===== src/rtl/alu_pkg.sv =====
// Shared definitions for the multicycle ALU: opcode map, FSM states,
// iterative-unit mode select and the default operand width.
package alu_pkg;

    localparam int DEFAULT_WIDTH = 8;

    localparam logic [3:0] OP_ADD  = 4'd0;
    localparam logic [3:0] OP_SUB  = 4'd1;
    localparam logic [3:0] OP_INC  = 4'd2;
    localparam logic [3:0] OP_DEC  = 4'd3;
    localparam logic [3:0] OP_MUL  = 4'd4;
    localparam logic [3:0] OP_DIV  = 4'd5;
    localparam logic [3:0] OP_SHL  = 4'd6;
    localparam logic [3:0] OP_SHR  = 4'd7;
    localparam logic [3:0] OP_AND  = 4'd8;
    localparam logic [3:0] OP_OR   = 4'd9;
    localparam logic [3:0] OP_NAND = 4'd10;
    localparam logic [3:0] OP_NOR  = 4'd11;
    localparam logic [3:0] OP_XOR  = 4'd12;
    localparam logic [3:0] OP_XNOR = 4'd13;
    localparam logic [3:0] OP_NOT  = 4'd14;
    localparam logic [3:0] OP_BUF  = 4'd15;

    typedef enum logic [1:0] {
        ST_IDLE = 2'd0,
        ST_MUL  = 2'd1,
        ST_DIV  = 2'd2,
        ST_DONE = 2'd3
    } state_t;

    typedef enum logic {
        MODE_MUL = 1'b0,
        MODE_DIV = 1'b1
    } mode_t;

endpackage


===== src/rtl/alu_iter_muldiv.sv =====
// Iterative unsigned shift-add multiplier / restoring divider. The first
// iteration is folded into the start edge so o_done pulses WIDTH cycles later.
module alu_iter_muldiv
    import alu_pkg::*;
#(
    parameter int WIDTH = DEFAULT_WIDTH
) (
    input  logic               clk,
    input  logic               rst,
    input  logic               i_start,
    input  mode_t              i_mode,
    input  logic [WIDTH-1:0]   i_op1,
    input  logic [WIDTH-1:0]   i_op2,
    output logic               o_done,
    output logic [2*WIDTH-1:0] o_result
);

    localparam int            CW       = $clog2(WIDTH + 1);
    localparam logic [CW-1:0] ONE_CNT  = CW'(1);
    localparam logic [CW-1:0] LAST_CNT = CW'(WIDTH - 1);

    mode_t            r_mode;
    logic             r_busy;
    logic             r_done;
    logic [CW-1:0]    r_cnt;
    logic [WIDTH-1:0] r_hi;
    logic [WIDTH-1:0] r_lo;
    logic [WIDTH-1:0] r_b;
    logic [WIDTH-1:0] w_lo_init;
    logic [WIDTH-1:0] w_b_init;

    // {hi,lo} is the product/multiplier pair for MUL, remainder/quotient pair for DIV.
    function automatic logic [2*WIDTH-1:0] iter_step(
        input mode_t            mode,
        input logic [WIDTH-1:0] hi,
        input logic [WIDTH-1:0] lo,
        input logic [WIDTH-1:0] b
    );
        logic [WIDTH:0]     sum;
        logic [WIDTH:0]     remsh;
        logic [2*WIDTH-1:0] res;
        sum   = {(WIDTH+1){1'b0}};
        remsh = {(WIDTH+1){1'b0}};
        res   = {(2*WIDTH){1'b0}};
        case (mode)
            MODE_MUL: begin
                sum = lo[0] ? ({1'b0, hi} + {1'b0, b}) : {1'b0, hi};
                res = {sum[WIDTH:1], sum[0], lo[WIDTH-1:1]};
            end
            MODE_DIV: begin
                remsh = {hi, lo[WIDTH-1]};
                if (remsh >= {1'b0, b}) begin
                    remsh = remsh - {1'b0, b};
                    res   = {remsh[WIDTH-1:0], lo[WIDTH-2:0], 1'b1};
                end else begin
                    res   = {remsh[WIDTH-1:0], lo[WIDTH-2:0], 1'b0};
                end
            end
            default: res = {(2*WIDTH){1'b0}};
        endcase
        return res;
    endfunction

    // Route operands: MUL shifts the multiplier (op2), DIV shifts the dividend (op1).
    always_comb begin
        w_lo_init = i_op1;
        w_b_init  = i_op2;
        if (i_mode == MODE_MUL) begin
            w_lo_init = i_op2;
            w_b_init  = i_op1;
        end else begin
            w_lo_init = i_op1;
            w_b_init  = i_op2;
        end
    end

    // Iteration registers, counter and done pulse.
    always_ff @(posedge clk) begin
        if (rst) begin
            r_mode <= MODE_MUL;
            r_busy <= 1'b0;
            r_done <= 1'b0;
            r_cnt  <= {CW{1'b0}};
            r_hi   <= {WIDTH{1'b0}};
            r_lo   <= {WIDTH{1'b0}};
            r_b    <= {WIDTH{1'b0}};
        end else if (i_start) begin
            r_mode       <= i_mode;
            r_b          <= w_b_init;
            {r_hi, r_lo} <= iter_step(i_mode, {WIDTH{1'b0}}, w_lo_init, w_b_init);
            r_cnt        <= ONE_CNT;
            r_busy       <= 1'b1;
            r_done       <= 1'b0;
        end else if (r_busy) begin
            {r_hi, r_lo} <= iter_step(r_mode, r_hi, r_lo, r_b);
            r_cnt        <= r_cnt + ONE_CNT;
            if (r_cnt == LAST_CNT) begin
                r_busy <= 1'b0;
                r_done <= 1'b1;
            end else begin
                r_done <= 1'b0;
            end
        end else begin
            r_done <= 1'b0;
        end
    end

    assign o_done   = r_done;
    assign o_result = {r_hi, r_lo};

endmodule


===== src/rtl/multicycle_alu.sv =====
// Multicycle ALU top: command handshake FSM, single-cycle datapath and the
// result register; MUL/DIV are delegated to alu_iter_muldiv.
module multicycle_alu
    import alu_pkg::*;
#(
    parameter int WIDTH = DEFAULT_WIDTH
) (
    input  logic               clk,
    input  logic               rst,
    input  logic               in_valid,
    output logic               in_ready,
    input  logic [WIDTH-1:0]   op1,
    input  logic [WIDTH-1:0]   op2,
    input  logic [3:0]         command,
    output logic               out_valid,
    input  logic               out_ready,
    output logic [2*WIDTH-1:0] out,
    output logic               div_by_zero,
    output logic               busy
);

    localparam logic [2*WIDTH-1:0] ONE_2W = {{(2*WIDTH-1){1'b0}}, 1'b1};
    localparam logic [WIDTH-1:0]   ZERO_W = {WIDTH{1'b0}};

    state_t             r_state;
    state_t             w_state_next;
    logic [2*WIDTH-1:0] r_out;
    logic               r_dbz;
    logic [2*WIDTH-1:0] w_single;
    logic [2*WIDTH-1:0] w_iter_result;
    logic               w_iter_done;
    logic               w_iter_start;
    mode_t              w_iter_mode;
    logic               w_op2_zero;
    logic               w_load_single;
    logic               w_load_iter;

    // DIV reaches here only with op2 == 0 and yields {op1, all ones}.
    function automatic logic [2*WIDTH-1:0] single_op(
        input logic [3:0]       cmd,
        input logic [WIDTH-1:0] a,
        input logic [WIDTH-1:0] b
    );
        logic [2*WIDTH-1:0] ea;
        logic [2*WIDTH-1:0] eb;
        logic [2*WIDTH-1:0] res;
        ea  = {ZERO_W, a};
        eb  = {ZERO_W, b};
        res = {(2*WIDTH){1'b0}};
        case (cmd)
            OP_ADD:  res = ea + eb;
            OP_SUB:  res = ea - eb;
            OP_INC:  res = ea + ONE_2W;
            OP_DEC:  res = ea - ONE_2W;
            OP_DIV:  res = {a, {WIDTH{1'b1}}};
            OP_SHL:  res = {ea[2*WIDTH-2:0], 1'b0};
            OP_SHR:  res = {ZERO_W, 1'b0, a[WIDTH-1:1]};
            OP_AND:  res = {ZERO_W, a & b};
            OP_OR:   res = {ZERO_W, a | b};
            OP_NAND: res = {ZERO_W, ~(a & b)};
            OP_NOR:  res = {ZERO_W, ~(a | b)};
            OP_XOR:  res = {ZERO_W, a ^ b};
            OP_XNOR: res = {ZERO_W, ~(a ^ b)};
            OP_NOT:  res = {ZERO_W, ~a};
            OP_BUF:  res = {ZERO_W, a};
            default: res = {(2*WIDTH){1'b0}};
        endcase
        return res;
    endfunction

    assign w_op2_zero = (op2 == ZERO_W);
    assign w_single   = single_op(command, op1, op2);

    alu_iter_muldiv #(
        .WIDTH (WIDTH)
    ) u_iter (
        .clk      (clk),
        .rst      (rst),
        .i_start  (w_iter_start),
        .i_mode   (w_iter_mode),
        .i_op1    (op1),
        .i_op2    (op2),
        .o_done   (w_iter_done),
        .o_result (w_iter_result)
    );

    // Next-state, iterative-unit start and result-load decode.
    always_comb begin
        w_state_next  = r_state;
        w_iter_start  = 1'b0;
        w_iter_mode   = MODE_MUL;
        w_load_single = 1'b0;
        w_load_iter   = 1'b0;
        case (r_state)
            ST_IDLE: begin
                if (in_valid) begin
                    if (command == OP_MUL) begin
                        w_state_next = ST_MUL;
                        w_iter_start = 1'b1;
                        w_iter_mode  = MODE_MUL;
                    end else if ((command == OP_DIV) && !w_op2_zero) begin
                        w_state_next = ST_DIV;
                        w_iter_start = 1'b1;
                        w_iter_mode  = MODE_DIV;
                    end else begin
                        w_state_next  = ST_DONE;
                        w_load_single = 1'b1;
                    end
                end else begin
                    w_state_next = ST_IDLE;
                end
            end
            ST_MUL, ST_DIV: begin
                if (w_iter_done) begin
                    w_state_next = ST_DONE;
                    w_load_iter  = 1'b1;
                end else begin
                    w_state_next = r_state;
                end
            end
            ST_DONE: begin
                if (out_ready) begin
                    w_state_next = ST_IDLE;
                end else begin
                    w_state_next = ST_DONE;
                end
            end
            default: w_state_next = ST_IDLE;
        endcase
    end

    // FSM state register.
    always_ff @(posedge clk) begin
        if (rst) begin
            r_state <= ST_IDLE;
        end else begin
            r_state <= w_state_next;
        end
    end

    // Result and status register; holds through DONE until popped.
    always_ff @(posedge clk) begin
        if (rst) begin
            r_out <= {(2*WIDTH){1'b0}};
            r_dbz <= 1'b0;
        end else if (w_load_single) begin
            r_out <= w_single;
            r_dbz <= (command == OP_DIV) && w_op2_zero;
        end else if (w_load_iter) begin
            r_out <= w_iter_result;
            r_dbz <= 1'b0;
        end else begin
            r_out <= r_out;
            r_dbz <= r_dbz;
        end
    end

    assign in_ready    = (r_state == ST_IDLE);
    assign busy        = (r_state != ST_IDLE);
    assign out_valid   = (r_state == ST_DONE);
    assign out         = r_out;
    assign div_by_zero = r_dbz;

endmodule


===== config.mk =====
export PLATFORM = sky130hd
export DESIGN_NAME = multicycle_alu
export DESIGN_NICKNAME = d
export VERILOG_FILES = /design/src/rtl/alu_pkg.sv /design/src/rtl/alu_iter_muldiv.sv /design/src/rtl/multicycle_alu.sv
export SDC_FILE = /design/constraint.sdc
export NUM_CORES = 1
export LEC_CHECK = 0
export BUFFER_PORTS_ARGS = -buffer_cell sky130_fd_sc_hd__clkbuf_2
export CORE_MARGIN = 2
export CORE_UTILIZATION = 50
export CTS_BUF_LIST = sky130_fd_sc_hd__clkbuf_2 sky130_fd_sc_hd__clkbuf_4 sky130_fd_sc_hd__clkbuf_8
export DETAILED_ROUTE_END_ITERATION = 6
export PLACE_DENSITY = 0.65
export RECOVER_POWER = 50
export SETUP_SLACK_MARGIN = 0.2
export SYNTH_ARGS = -nofsm -noshare
export SYNTH_HDL_FRONTEND = slang
export SYNTH_SLANG_ARGS = --single-unit

===== constraint.sdc =====
create_clock -name clk -period 3.9 [get_ports clk]
set_clock_uncertainty 0.1 [all_clocks]
set_input_delay 0.585 -clock clk [delete_from_list [all_inputs] [get_ports clk]]
set_output_delay 0.585 -clock clk [all_outputs]
set_load 0.02 [all_outputs]

### Yosys cells after proc, flatten, opt, wreduce, memory -nomap -nowiden

Cells that the tools add are included.

| cells by class | value |
|---|---|
| equality and inequality tests | 20 |
| bitwise operators | 10 |
| order comparisons | 2 |
| muxes and demuxes | 42 |
| reductions and logical operators | 12 |
| add/sub/neg operators | 8 |

Operators by type and width:

| operator | count |
|---|---|
| one-hot mux 16 bit (15 select lines) | 1 |
| two-way mux 16 bit | 4 |
| one-hot mux 16 bit (2 select lines) | 2 |
| two-way mux 8 bit | 7 |
| equality test 4 bit, second input constant | 8 |
| NOT 8 bit | 4 |
| two-way mux 1 bit | 22 |
| equality test 4 x 3 -> 1 bit, second input constant | 5 |
| adder 8 x 8 -> 9 bit | 2 |
| adder 8 x 1 -> 9 bit, second input constant | 1 |
| greater-or-equal comparator 9 x 8 -> 1 bit | 1 |
| two-way mux 9 bit | 1 |
| subtractor 8 x 1 -> 9 bit, second input constant | 1 |
| subtractor 8 x 8 -> 9 bit | 1 |
| bitwise AND 8 bit | 1 |
| equality test 4 x 2 -> 1 bit, second input constant | 2 |
| greater-or-equal comparator 1 x 8 -> 1 bit | 1 |
| logical NOT 8 bit | 1 |
| two-way mux 2 bit | 4 |
| OR 8 bit | 1 |
| subtractor 1 x 8 -> 8 bit | 1 |
| subtractor 8 bit | 1 |
| XOR 8 bit | 1 |
| one-hot mux 2 bit (3 select lines) | 1 |
| 13 further kinds | 20 |

| word-level totals | value |
|---|---|
| input port bits | 24 |
| word-level logic and storage cells | 105 |
| register bits | 50 |

### Logic depth before layout (Yosys ltp)

Gate-level depths: netlist of the first run.

| logic depth | value |
|---|---|
| depth after elaboration | 12 |
| mapped depth | 18 |

### Cells and area by module

A second synthesis of the first run with hierarchy kept.

| second synthesis, totals | value |
|---|---|
| cells, all modules | 768 |
| area total of the unflattened synthesis | 5753.0 um2 |

Modules (own cells, without submodules):

| module | instances | cells each | area each (um2) |
|---|---|---|---|
| multicycle_alu | 1 | 435 | 3130.5 |
| alu_iter_muldiv | 1 | 333 | 2622.5 |

### Worst setup path after synthesis of the first run

OpenSTA, ideal clock, no wires.

| timing | value |
|---|---|
| kind | input to register |
| start point | input port command[0] |
| end point | register r_out[2] (netlist: out[2]) |
| stages on the path | 15 |
| arrival | 3.331 ns |
| path slack | 0.333 ns |
| data required time | 3.664 ns |
| path buffers | 3 |
| path through | buf_4 > buf_2 > nor3_2 > and2_1 > clkbuf_1 > or2_2 > ha_1 > inv_1 > fa_1 > nand2b_1 > and3_1 > a311oi_1 > a22oi_1 > a2111oi_0 > a211oi_1 |

| between the ends | value |
|---|---|
| longest elaborated chain between the ends | 7 |
| elaborated cells on any way between the ends | 24 |
| those cells by class | eq/ne (15); mux (6); reduce/logical (3) |

Ends and longest elaborated chain:

| item | RTL line | source |
|---|---|---|
| from (decl) | multicycle_alu.sv:14 | `input logic [3:0] command,` |
| equality test 4 x 3 -> 1 bit | multicycle_alu.sv:50, multicycle_alu.sv:101 |  |
| logical AND 1 bit | multicycle_alu.sv:101 | `end else if ((command == OP_DIV) && !w_op2_zero) begin` |
| two-way mux 1 bit | multicycle_alu.sv:101 |  |
| two-way mux 1 bit | multicycle_alu.sv:97 | `if (command == OP_MUL) begin` |
| two-way mux 1 bit | multicycle_alu.sv:96 | `if (in_valid) begin` |
| two-way mux 1 bit | multicycle_alu.sv:94 | `case (r_state)` |
| two-way mux 16 bit / nonzero test 2 bit (equally long branches) | n/a |  |
| to (signal assigned) | multicycle_alu.sv:144 | `r_out <= {(2*WIDTH){1'b0}};` |
| to (signal assigned) | multicycle_alu.sv:147 | `r_out <= w_single;` |
| to (signal assigned) | multicycle_alu.sv:150 | `r_out <= w_iter_result;` |
| to (decl) | multicycle_alu.sv:27 | `logic [2*WIDTH-1:0] r_out;` |

Several ways; a longest one is shown, not always the timed one.
A chain may end at the register's enable or synchronous reset.

### Worst setup path after layout of the first run

| timing | value |
|---|---|
| start point | input port op2[7] |
| end point | register u_iter.r_hi[3] |

| between the ends | value |
|---|---|
| longest elaborated chain between the ends | 12 |
| elaborated cells on any way between the ends | 20 |
| those cells by class | add/sub (1); order compare (1); mux (13); bitwise (1); reduce/logical (4) |

Ends and longest elaborated chain:

| item | RTL line | source |
|---|---|---|
| from (decl) | multicycle_alu.sv:13 | `input logic [WIDTH-1:0] op2,` |
| logical NOT 8 bit * | multicycle_alu.sv:71 | `assign w_op2_zero = (op2 == ZERO_W);` |
| logical NOT 1 bit * | multicycle_alu.sv:101 |  |
| logical AND 1 bit * | multicycle_alu.sv:101 |  |
| two-way mux 1 bit * | multicycle_alu.sv:101 |  |
| two-way mux 1 bit * | multicycle_alu.sv:97 |  |
| two-way mux 1 bit * | multicycle_alu.sv:96 |  |
| two-way mux 1 bit * | multicycle_alu.sv:94 |  |
| two-way mux 8 bit * | alu_iter_muldiv.sv:68 | `if (i_mode == MODE_MUL) begin` |
| named net u_iter.w_b_init[0] | alu_iter_muldiv.sv:30 | `logic [WIDTH-1:0] w_b_init;` |
| subtractor 1 x 8 -> 8 bit / greater-or-equal comparator 1 x 8 -> 1 bit (equally long branches) | alu_iter_muldiv.sv:53, alu_iter_muldiv.sv:52 |  |
| two-way mux 16 bit * | alu_iter_muldiv.sv:52 | `if (remsh >= {1'b0, b}) begin` |
| one-hot mux 16 bit (2 select lines) * | alu_iter_muldiv.sv:45 | `case (mode)` |
| two-way mux 8 bit * | alu_iter_muldiv.sv:87 | `end else if (i_start) begin` |
| to (signal assigned) | alu_iter_muldiv.sv:84 | `r_hi <= {WIDTH{1'b0}};` |
| to (signal assigned) | alu_iter_muldiv.sv:90 | `{r_hi, r_lo} <= iter_step(i_mode, {WIDTH{1'b0}}, w_lo_init, w_b_init);` |
| to (signal assigned) | alu_iter_muldiv.sv:95 | `{r_hi, r_lo} <= iter_step(r_mode, r_hi, r_lo, r_b);` |
| to (decl) | alu_iter_muldiv.sv:26 | `logic [WIDTH-1:0] r_hi;` |

Mark *: on every way through the listed nets, which the timed path passes. The rest lies on a longest branch.

==> results of run 1 <==
[path summary, 6_finish.rpt]
kind,from,end,depth (start not counted)
hold reg to reg,out[6],out[6],2
setup reg to reg,r_state[0],u_iter.r_hi[1],15
setup / recovery,op2[7],u_iter.r_hi[3],13
hold / removal,out[6],out[6],2
[cell usage after synthesis (all sizes together), types with 19 or more instances]
| cell | n |
|---|---|
| ha | 55 |
| xnor2 | 19 |
| a21oi | 56 |
| nor2 | 70 |
| o21ai | 34 |
| clkbuf | 21 |
| dfxtp | 50 |
| mux2i | 29 |
| nand2 | 75 |
| inv | 50 |
| buf | 28 |
| nor3 | 27 |
[kinds of logic (layout without fill, tap and decap cells)]
| kind of cell | Yosys count | in the layout | synth area share [%] |
|---|---|---|---|
| adders and majority gates | 59 | 59 | 13.3 |
| DFF | 50 | 50 | 17.3 |
| buffers and inverters | 100 | 124 | 7.35 |
| AOI/OAI and AO/OA | 232 | 232 | 28.3 |
| xor gates and xnor gates | 29 | 29 | 4.40 |
| and+or+nand+nor | 271 | 271 | 23.7 |
| muxes | 32 | 32 | 5.61 |
[stage by stage]
| step | cells | total power, mW | utilization (%) | setup WS [ns] | area, um2 |
|---|---|---|---|---|---|
| 2_1_floorplan | 773 | 1.41 | - | 0.333 | 5770 |
| 3_3_place_gp | 932 | 1.71 | 53.9 | 0.389 | 6100 |
| 3_5_place_dp | 932 | 1.73 | 53.9 | 0.300 | 6100 |
| 4_1_cts | 940 | 2.11 | 54.9 | 0.627 | 6220 |
| 5_1_grt | 940 | 2.24 | 54.6 | 0.299 | 6180 |
| 6_report | 940 | 2.12 | 54.6 | 0.576 | 6180 |
[state kept, by name, indices dropped and copies added (netlist names)]
name and count:
div_by_zero 1, r_state 2, out 16, u_iter.r_lo 8, u_iter.r_busy 1, u_iter.r_cnt 4
u_iter.r_mode 1, u_iter.o_done 1, u_iter.r_b 8, u_iter.r_hi 8
[worst min-delay path, stage by stage, from the launching register on]
cell,delay [ns]
dfxtp_1,0.32
nand4b_1,0.09
nand2_1,0.05
[power by group through the flow]
stage / clock (mW) / sequential, mW / combinational, mW
after floorplan: 0 / 0.687 / 0.724
after CTS: 0.388 / 0.654 / 1.07
after global placement: 0 / 0.663 / 1.04
after global routing: 0.408 / 0.664 / 1.17
final: 0.391 / 0.655 / 1.07
after detailed placement: 0 / 0.666 / 1.06
[cell type report]
| class | count | area share (%) |
|---|---|---|
| Clock buffer | 6 | 1.24 |
| Tap cell | 143 | 2.90 |
| Sequential cell | 50 | 16.2 |
| Timing Repair Buffer | 65 | 5.59 |
| Inverter | 51 | 3.10 |
| Clock inverter | 2 | 0.608 |
| Multi-Input combinational cell | 623 | 70.4 |
[routing by layer]
metal  global-route usage, %  vias up  routed length, um
li1                        -     2871                  -
met1                    38.1     2891               8120
met2                    54.3      230               9590
met3                    2.78       39                909
met4                    14.3        0                688
met5                       0        -                  0
==> summary by stage, run 1 <==
Logic synthesis
When the netlist entered floorplanning its net count stood at 856. The area fraction of the dominant cell type after synthesis is 17.3%. The count of different cell masters after synthesis is 76. For this run, the leading register cell type out of synthesis is dfxtp_1.

Counting flops with a built-in enable in the synthesized netlist gives 0. The synthesized netlist occupies a cell area of 5770 um2. Counting flops with an async set or reset pin after synthesis yields a share of 0%.

The largest total area in the synthesized netlist belongs to dfxtp_1. Ranked by total cell area, the synthesized netlist is headed by dfxtp_1 17%, ha_1 12%, mux2i_1 5.0%, nand2_1 4.9%, a21oi_1 4.7%. Sequential elements use 17.3% of the synthesized area. Dividing the synthesized area by the synthesized cell count gives 7.47 um2. The cell count after synthesis is 773. After synthesis the netlist holds a flip-flop and latch count of 50. The Yosys step of the flow raised 0 warnings.

Route
In the routed design, unresolved DRC markers number 0. The final wirelength is 19.3 mm. The number of DRC violations after detailed-routing iteration 0 is 471. The total vias in the final route is 6031. After detailed routing, the number of vias per cell comes to 6.42. The final antenna-violating net count is 0.

The first detailed-routing pass ran for 5 iterations. The average detailed-routed wire length per instance is 20.5 um.

Global routing
The number of global-route vias before repair is 6047. The total overflow left after global routing is 0. Entering global routing, the biggest net connects 53 pins. The all-layer global routing usage is 30.8%. The first-pass GRT wire length is 31.4 mm. The initial antenna violation count is 0.

STA
The number of hold violations in the final report is 0. The post-route clock period utilization is 85.2%. Derived from the worst setup path, the maximum achievable clock frequency is 301 MHz. The max-slew violation count came to 0. The count of endpoints failing setup in the final report is 0.

The worst slack on hold paths is 0.391 ns. At the pin with the least slew margin, the transition time is 1.09 ns. Setup repair after global routing left no endpoint under its margin. The worst path needs 3.32 ns of the cycle, external delays included. For the final routed database, the setup TNS stands at 0 ns. The worst relative slew slack is 27.3%.

CTS
The CTS tree is built. The quantity of gates resized following cts is 0. The H-tree was split into 2 levels. The tree built by TritonCTS fans out to 50 sinks.

The number of buffers on the longest clock path is 2. The number of buffers inserted for hold repair after clock tree synthesis is 0. For the worst-skew pair, the clock arrives at the later sink with an insertion delay of 0.32 ns. The clock transition at the register clock pins on the worst setup and hold paths after CTS is 0.10 ns.

Buffers inserted during clock tree synthesis total 5. Post-CTS timing repair inserted 0 buffers for setup. The root buffer cell chosen for the clock tree is clkbuf_8.

Critical path
The largest driver fanout on the critical path is 7. On the worst path, the slowest cell contributes a delay of 0.47 ns. The critical path is of the in2reg type. The sort of element at the start of the critical path is an input pin. The category of cells accounting for the largest share of critical-path delay is compound AO/OA/AOI/OAI gates.

The critical path contains buffers and inverters numbering 2 combined. The worst setup path is captured at a flop. The cell repeated most along the worst path is ha_1.

Traced cell by cell, the critical path runs through clkbuf_1 > nor4_1 > and2_1 > nor2_1 > o21ai_0 > ha_1 > inv_1 > ha_1 > o2111ai_2 > o22ai_1 > a21oi_1 > a211o_1 > o32ai_1. The data arrival time at the worst-slack endpoint is 3.40 ns. STA puts the critical path data required time at 3.97 ns.

The reg-to-reg setup timing slack is 0.63 ns. The largest individual stage delay along the critical path comes from the cell nor4_1.

Final layout
The number of fillers in the final layout is 1151. Leaving out fill and tap cells, the most frequent cell in the layout is nand2_1. The top cell types in the final layout, fill and taps aside, are 75 x nand2_1, 69 x nor2_1, 55 x ha_1.

From synthesis to final layout, the design area changed by 7.02%. After the last flow step, the layout net total stands at 879. Summing all flip-flop and latch instances after layout gives 1000 um2.

The area of the multi-input gates is 4350 um2. Cells with a size suffix above 1 make up 9.54% of the layout. The antenna cell count is 0.

Min path
In this run the worst hold path is classified as reg2reg.

Floorplan
The floorplan step defined a core boundary enclosing 11300 um2. The die covers 12400 um2. The die outline width is 111 um. The number of I/O pins is 44. The effective utilization at floorplan is 51.0%. In this run the vertical extent of the chip is 111 um.

After floorplanning, the core was divided into 39 placement rows.

Power
The share of power burned in combinational logic is 50.5%. Cell internal power was estimated by the tool at 1.18 mW. For this design the ratio of total power to cell area is 342 nW/um2. The analysis attributes to cell leakage a power of 2.44 nW. Of the total power, the share spent switching nets is 44.3%. The clock group share of total power is 18.5%. For this design the total switching power over the nets is 937 uW.

The share of total power dissipated in sequential elements is 31.0%. VDD sags by at most 216 uV.

Placement
Buffers placed on the I/O ports in this run total 43. Detailed placement ended at an HPWL of 14.7 mm. At the end of routability-driven placement, the weighted congestion stood at 0.936.

Run status
The flow ran to the end, and the final reports show no timing, DRC or antenna violations.

Flow run
The tool flagged a number of max-cap violations equal to 0.
(Power assumes the default switching activity.)
==> run 2: changes to the inputs <==
clock period = 4.3 ns   (was 3.9 ns; I/O delays follow)
==> summary by stage, run 2 (same netlist as run 1, synthesis figures left out) <==
Power
The static leakage power is 2.39 nW (was 2.44 nW). The post-route total power is 1.83 mW (was 2.12 mW). The maximum resistive drop on vdd is 148 uV (was 216 uV). The power density normalized to cell area is 301 nW/um2 (was 342 nW/um2).

Floorplan
The standard cell core area is 11300 um2 (unchanged). The die outline width is 111 um (unchanged). The effective utilization at floorplan is 51.0% (unchanged). The total number of placement rows is 39 (unchanged). The vertical die dimension was 111 um (unchanged).

The die footprint is 12400 um2 (unchanged). The number of I/O pins is 44 (unchanged).

Route
The final antenna-violating net count is 0 (unchanged). The final wirelength is 19.3 mm (about the same). The number of DRC violations after detailed-routing iteration 0 came to 444 (was 471). The total vias in the final route is 5973 (was 6031). The detailed-routing iteration count for the pre-antenna-repair pass was 5 (unchanged). The detailed-route vias per instance was 6.42 (about the same). The average detailed-routed wire length per instance is 20.8 um (was 20.5 um). The detailed-route DRC error count came to 0 (unchanged).

Final layout
The signed area change from the synthesized netlist to the final layout is 5.48% (was 7.02%). The most frequent standard cell in the layout excluding fill and tap cells is nand2_1 (unchanged). The final layout net count was 870 (was 879).

The fraction of layout instances using a drive strength above 1 came to 8.77% (was 9.54%). The area of the multi-input gates came to 4350 um2 (about the same). The flip-flop count of the largest register, all copies and words added was 16 (unchanged). The number of fillers in the final layout came to 1151 (unchanged).

The sequential standard cell area is 1000 um2 (unchanged). The antenna cell count is 0 (unchanged). Most frequent cells in the layout: 75 x nand2_1, 69 x nor2_1, 55 x ha_1 (unchanged).

Global routing
The maximum number of pins on one net before global-route repair was 53 (unchanged). The initial antenna violation count is 0 (unchanged). The first-pass GRT wire length is 31.5 mm (was 31.4 mm).

The all-layer global routing usage is 31.1% (was 30.8%). The number of global-route vias before repair came to 5939 (was 6047). The global-route congestion overflow total is 0 (unchanged).

Placement
The routability congestion estimate is 0.929 (was 0.936). The placed wire-length estimate after detailed placement is 14.8 mm (was 14.7 mm). The number of buffers inserted by port buffering came to 43 (unchanged).

CTS
The H-tree depth is 2 (unchanged). The number of buffers on the longest clock path is 2 (unchanged). The clock transition at the register clock pins on the worst setup and hold paths after CTS is 0.10 ns (about the same). The CTS tree is built (unchanged).

The TritonCTS sink count is 50 (unchanged). The number of buffers created by CTS is 5 (unchanged). The clock insertion delay at the later pin of the skew report is 0.31 ns (was 0.32 ns). The CTS root buffer is clkbuf_8 (unchanged). The buffers inserted during post-CTS setup optimization is 0 (unchanged). The number of buffers inserted for hold repair after clock tree synthesis is 0 (unchanged). The quantity of gates resized following cts came to 0 (unchanged).

Min path
The type of the worst min-delay path is reg2reg (unchanged). The number of instances on the worst hold path is 2 (unchanged).

Critical path
The largest driver fanout on the critical path is 29 (was 7). The capturing element type of the critical path is a flop (unchanged). The critical path class is in2reg (unchanged). The depth of the most critical reg-to-reg path was 14 (was 15). The data arrival time at the worst-slack endpoint is 3.97 ns (was 3.40 ns). The sort of element at the start of the critical path is an input pin (unchanged). The required arrival time at the worst endpoint is 4.41 ns (was 3.97 ns).

STA
The worst relative slew slack is 6.25% (was 27.3%). The highest clock frequency the design can meet is 259 MHz. The count of endpoints failing setup in the final report is 0 (unchanged).

The clock period could shrink to 3.86 ns. The actual slew at the worst max-slew pin is 1.41 ns (was 1.09 ns). The max-slew violation count was 0 (unchanged). Setup repair after global routing missed its margin: no (unchanged). The number of hold violations in the final report is 0 (unchanged). The setup TNS is 0 ns (unchanged).

The post-route clock period utilization is 89.8%.

Run status
Status: complete, no violations (unchanged).

Flow run
The max-cap check violation count was 0 (unchanged).
==> run 2: area by class of cell <==
type	count	share of cell area, %
Timing Repair Buffer	56	4.64
Clock inverter	2	0.247
Multi-Input combinational cell	623	71.5
Tap cell	143	2.94
Inverter	51	3.14
Clock buffer	5	1.13
Sequential cell	50	16.4
==> run 2: final timing paths <==
path	slack, ns	start	endpoint
worst max register to register	0.73	r_state[1]	u_iter.r_hi[4]
worst max-delay path	0.44	command[1]	u_iter.r_hi[0]
worst min-delay path	0.40	out[0]	out[0]
worst min register to register	0.40	out[0]	out[0]
==> run 2: per-layer routing <==
| metal | track usage, % | up-vias | share of wire (%) |
|---|---|---|---|
| met1 | 38.2 | 2836 | 41 |
| met3 | 3.92 | 54 | 6.2 |
| li1 | - | 2848 | - |
| met5 | 0 | - | 0 |
| met2 | 54.6 | 235 | 49 |
| met4 | 13.7 | 0 | 3.8 |
==> run 2: power by group <==
part	internal (mW)	leakage [nW]	switching (mW)
sequential	0.530	0.408	0.0679
combinational	0.351	1.94	0.602
clock	0.112	0.0362	0.172
total	0.993	2.39	0.841
==> run 2: through the flow <==
step	utilization (%)	hold WS [ns]	setup slack (ns)	instances	area (um2)
finish	53.8	0.397	0.439	930	6090
global route	53.8	0.430	0.319	930	6090
CTS	54.0	0.397	0.776	930	6120
detailed placement	53.3	0.380	0.480	923	6030
global placement	53.3	0.378	0.595	923	6030
floorplan	-	0.354	0.673	773	5770
==> run 2: critical path, cell delays in order <==
cell	delay, ns
clkbuf_2	0.20
clkbuf_1	1.05
nor2_1	0.51
and3_1	0.56
a21oi_2	0.50
o221ai_1	0.22
o31a_1	0.27
==> run 3: changes to the inputs <==
BUFFER_PORTS_ARGS = default   (was -buffer_cell sky130_fd_sc_hd__clkbuf_2)
CTS_CLUSTER_SIZE = 10   (was default)
DONT_BUFFER_PORTS = 1   (was default)
PLACE_DENSITY = 0.62   (was 0.65)
SKIP_LAST_GASP = 1   (was default)
==> summary by stage, run 3 (same netlist as run 1, synthesis figures left out) <==
Global routing
The maximum number of pins on one net before global-route repair is 53 (unchanged). The met1 capacity usage during global routing came to 36.6% (was 38.2%). The all-layer global routing usage is 30.3% (was 31.1%). The number of global-route vias before repair is 5634 (was 5939). The initial antenna violation count is 0 (unchanged). The met3 track demand over resource in global routing came to 3.32% (was 3.92%). The met2 track demand over resource is 54.1% (was 54.6%).

The first-pass GRT wire length is 30.5 mm (was 31.5 mm). The global-route congestion overflow total was 0 (unchanged). The most heavily used metal layer in global routing was met2 (unchanged).

Final layout
The flip-flop count of the largest register, all copies and words added is 16 (unchanged). Most frequent cells in the layout: 74 x nand2_1, 69 x nor2_1, 55 x a21oi_1, 55 x ha_1 (was 75 x nand2_1, 69 x nor2_1, 55 x ha_1). The antenna cell count is 0 (unchanged). The number of standard cells in the final layout excluding fillers is 881 (was 930).

The final layout net count is 820 (was 870). The most frequent standard cell in the layout excluding fill and tap cells was nand2_1 (unchanged). The signed area change from the synthesized netlist to the final layout is 1.41% (was 5.48%). The fraction of layout instances using a drive strength above 1 is 5.42% (was 8.77%).

Placement
The placed wire-length estimate after detailed placement is 14.4 mm (was 14.8 mm). The routability congestion estimate is 0.900 (was 0.929). The number of buffers inserted by port buffering is 0 (was 43). The number of instances in the placed design was 873 (was 923).

Critical path
Worst path cell trace: inv_1 > ha_1 > and2_0 > nand2_1 > o21ai_0 > buf_4 > nor2_1 > a211o_1 > o32ai_1 (was clkbuf_2 > clkbuf_1 > nor2_1 > and3_1 > a21oi_2 > o221ai_1 > o31a_1). The critical path class is reg2reg (was in2reg). The sort of element at the start of the critical path is a flop (was input pin).

The data arrival time at the worst-slack endpoint is 3.85 ns (was 3.97 ns). The required arrival time at the worst endpoint came to 4.43 ns (was 4.41 ns). The largest driver fanout on the critical path is 18 (was 29). The delay contributed by the slowest stage of the critical path is 1.30 ns (was 1.05 ns).

The capturing element type of the critical path was a flop (unchanged). The standard cell with the maximum stage delay on the critical path was o21ai_0 (was clkbuf_1).

STA
The number of hold violations in the final report is 0 (unchanged). The max-slew violation count is 15 (was 0). The count of endpoints failing setup in the final report was 0 (unchanged).

The final critical delay including setup and external delays is 3.72 ns (was 3.86 ns). The actual slew at the worst max-slew pin was 1.67 ns (was 1.41 ns). The setup TNS was 0 ns (unchanged). The worst relative slew slack is -12.7% (was 6.25%). The post-route clock period utilization is 86.4% (was 89.8%). Setup repair after global routing missed its margin: no (unchanged).

The worst slack on hold paths is 0.288 ns (was 0.397 ns). The highest clock frequency the design can meet is 269 MHz (was 259 MHz).

CTS
The TritonCTS sink count is 50 (unchanged). The H-tree depth came to 2 (unchanged). The number of buffers created by CTS is 5 (unchanged). The clock transition at the register clock pins on the worst setup and hold paths after CTS came to 0.09 ns (was 0.10 ns).

The clock insertion delay at the later pin of the skew report is 0.32 ns (was 0.31 ns). The number of buffers on the longest clock path is 2 (unchanged). The CTS root buffer is clkbuf_8 (unchanged).

The buffers inserted during post-CTS setup optimization is 0 (unchanged). The CTS tree is built (unchanged). The number of buffers inserted for hold repair after clock tree synthesis is 0 (unchanged).

Route
The total vias in the final route is 5745 (was 5973). The final antenna-violating net count is 0 (unchanged). The detailed-route DRC error count is 0 (unchanged). The detailed-routing iteration count for the pre-antenna-repair pass is 5 (unchanged).

The average detailed-routed wire length per instance is 21.6 um (was 20.8 um). The detailed-route vias per instance is 6.52 (was 6.42). The final wirelength is 19.0 mm (was 19.3 mm). The number of DRC violations after detailed-routing iteration 0 is 460 (was 444).

Power
The switching portion of total power is 43.8% (was 45.9%). The clock group share of total power is 17.1% (was 15.5%). The share of power burned in combinational logic is 46.4% (was 51.9%). The power density normalized to cell area is 301 nW/um2 (about the same). The maximum resistive drop on vdd is 159 uV (was 148 uV). The cell internal power dissipation was 988 uW (was 993 uW).

The static leakage power came to 2.25 nW (was 2.39 nW). The sequential share of power is 36.5% (was 32.6%). The switching component of the power came to 771 uW (was 841 uW).

Floorplan
The vertical die dimension is 111 um (unchanged). The die footprint is 12400 um2 (unchanged). The standard cell core area was 11300 um2 (unchanged). The effective utilization at floorplan is 51.0% (unchanged). The die outline width is 111 um (unchanged).

The number of I/O pins came to 44 (unchanged). The total number of placement rows is 39 (unchanged).

Run status
The final reports fail on capacitance limit, slew limit. Status: finished, violations left (was complete, no violations).

Min path
The type of the worst min-delay path is in2reg (was reg2reg).

Flow run
The max-cap check violation count came to 1 (was 0).
-- run 3: critical path: cells and delay by family, from the launching register on --
kind	cells	cell delay, ns
AO/OA/AOI/OAI	3	1.71
adder cells (fa/ha/maj)	1	0.36
AND/OR/NAND/NOR	3	0.63
flip-flops	1	0.34
buffers and inverters	2	0.48
-- run 3: repair_timing --
item / 4_1_cts / 5_1_grt
setup endpoints to repair: 0 / 1
hold endpoints to repair: 0 / 0
resized for setup: 0 / 1
-- run 3: worst paths after layout --
check / from / end / slack (ns) / cells after the start
setup / recovery: r_state[0] / u_iter.r_hi[3] / 0.58 / 9
hold / removal: rst / u_iter.r_mode / 0.29 / 1
setup reg to reg: r_state[0] / u_iter.r_hi[3] / 0.58 / 9
hold reg to reg: u_iter.r_b[0] / u_iter.r_b[0] / 0.39 / 2
-- run 3: cell type report --
type                    count  area, um2
inverters                  51        191
fillers                  1123       5470
multi-input cells         623       4350
repair buffers              6       41.3
clock buffers               7       90.1
clock inverters             1       5.00
flip-flops and latches     50       1000
well taps                 143        179
-- run 3: per-layer routing --
layer  share of wire (%)  vias up
met1                  41     2707
met2                  50      235
met4                 3.9        0
met5                   0        -
li1                    -     2746
met3                 5.5       57
-- run 3: per-stage QoR --
step	worst slack (ns)	power (mW)	area, um2	utilization, %
after CTS	0.468	1.75	5860	51.8
after floorplan	0.673	1.28	5770	-
final	0.583	1.76	5850	51.7
after global routing	0.332	1.87	5850	51.7
after detailed placement	0.572	1.46	5770	50.9
after global placement	0.678	1.44	5770	50.9
-- run 3: power groups by stage --
stage                     logic, mW  registers [mW]  clock network (mW)
final                         0.817           0.642               0.300
after global routing          0.904           0.648               0.315
after CTS                     0.811           0.641               0.300
after detailed placement      0.805           0.652                   0
after global placement        0.791           0.651                   0
after floorplan               0.657           0.623                   0
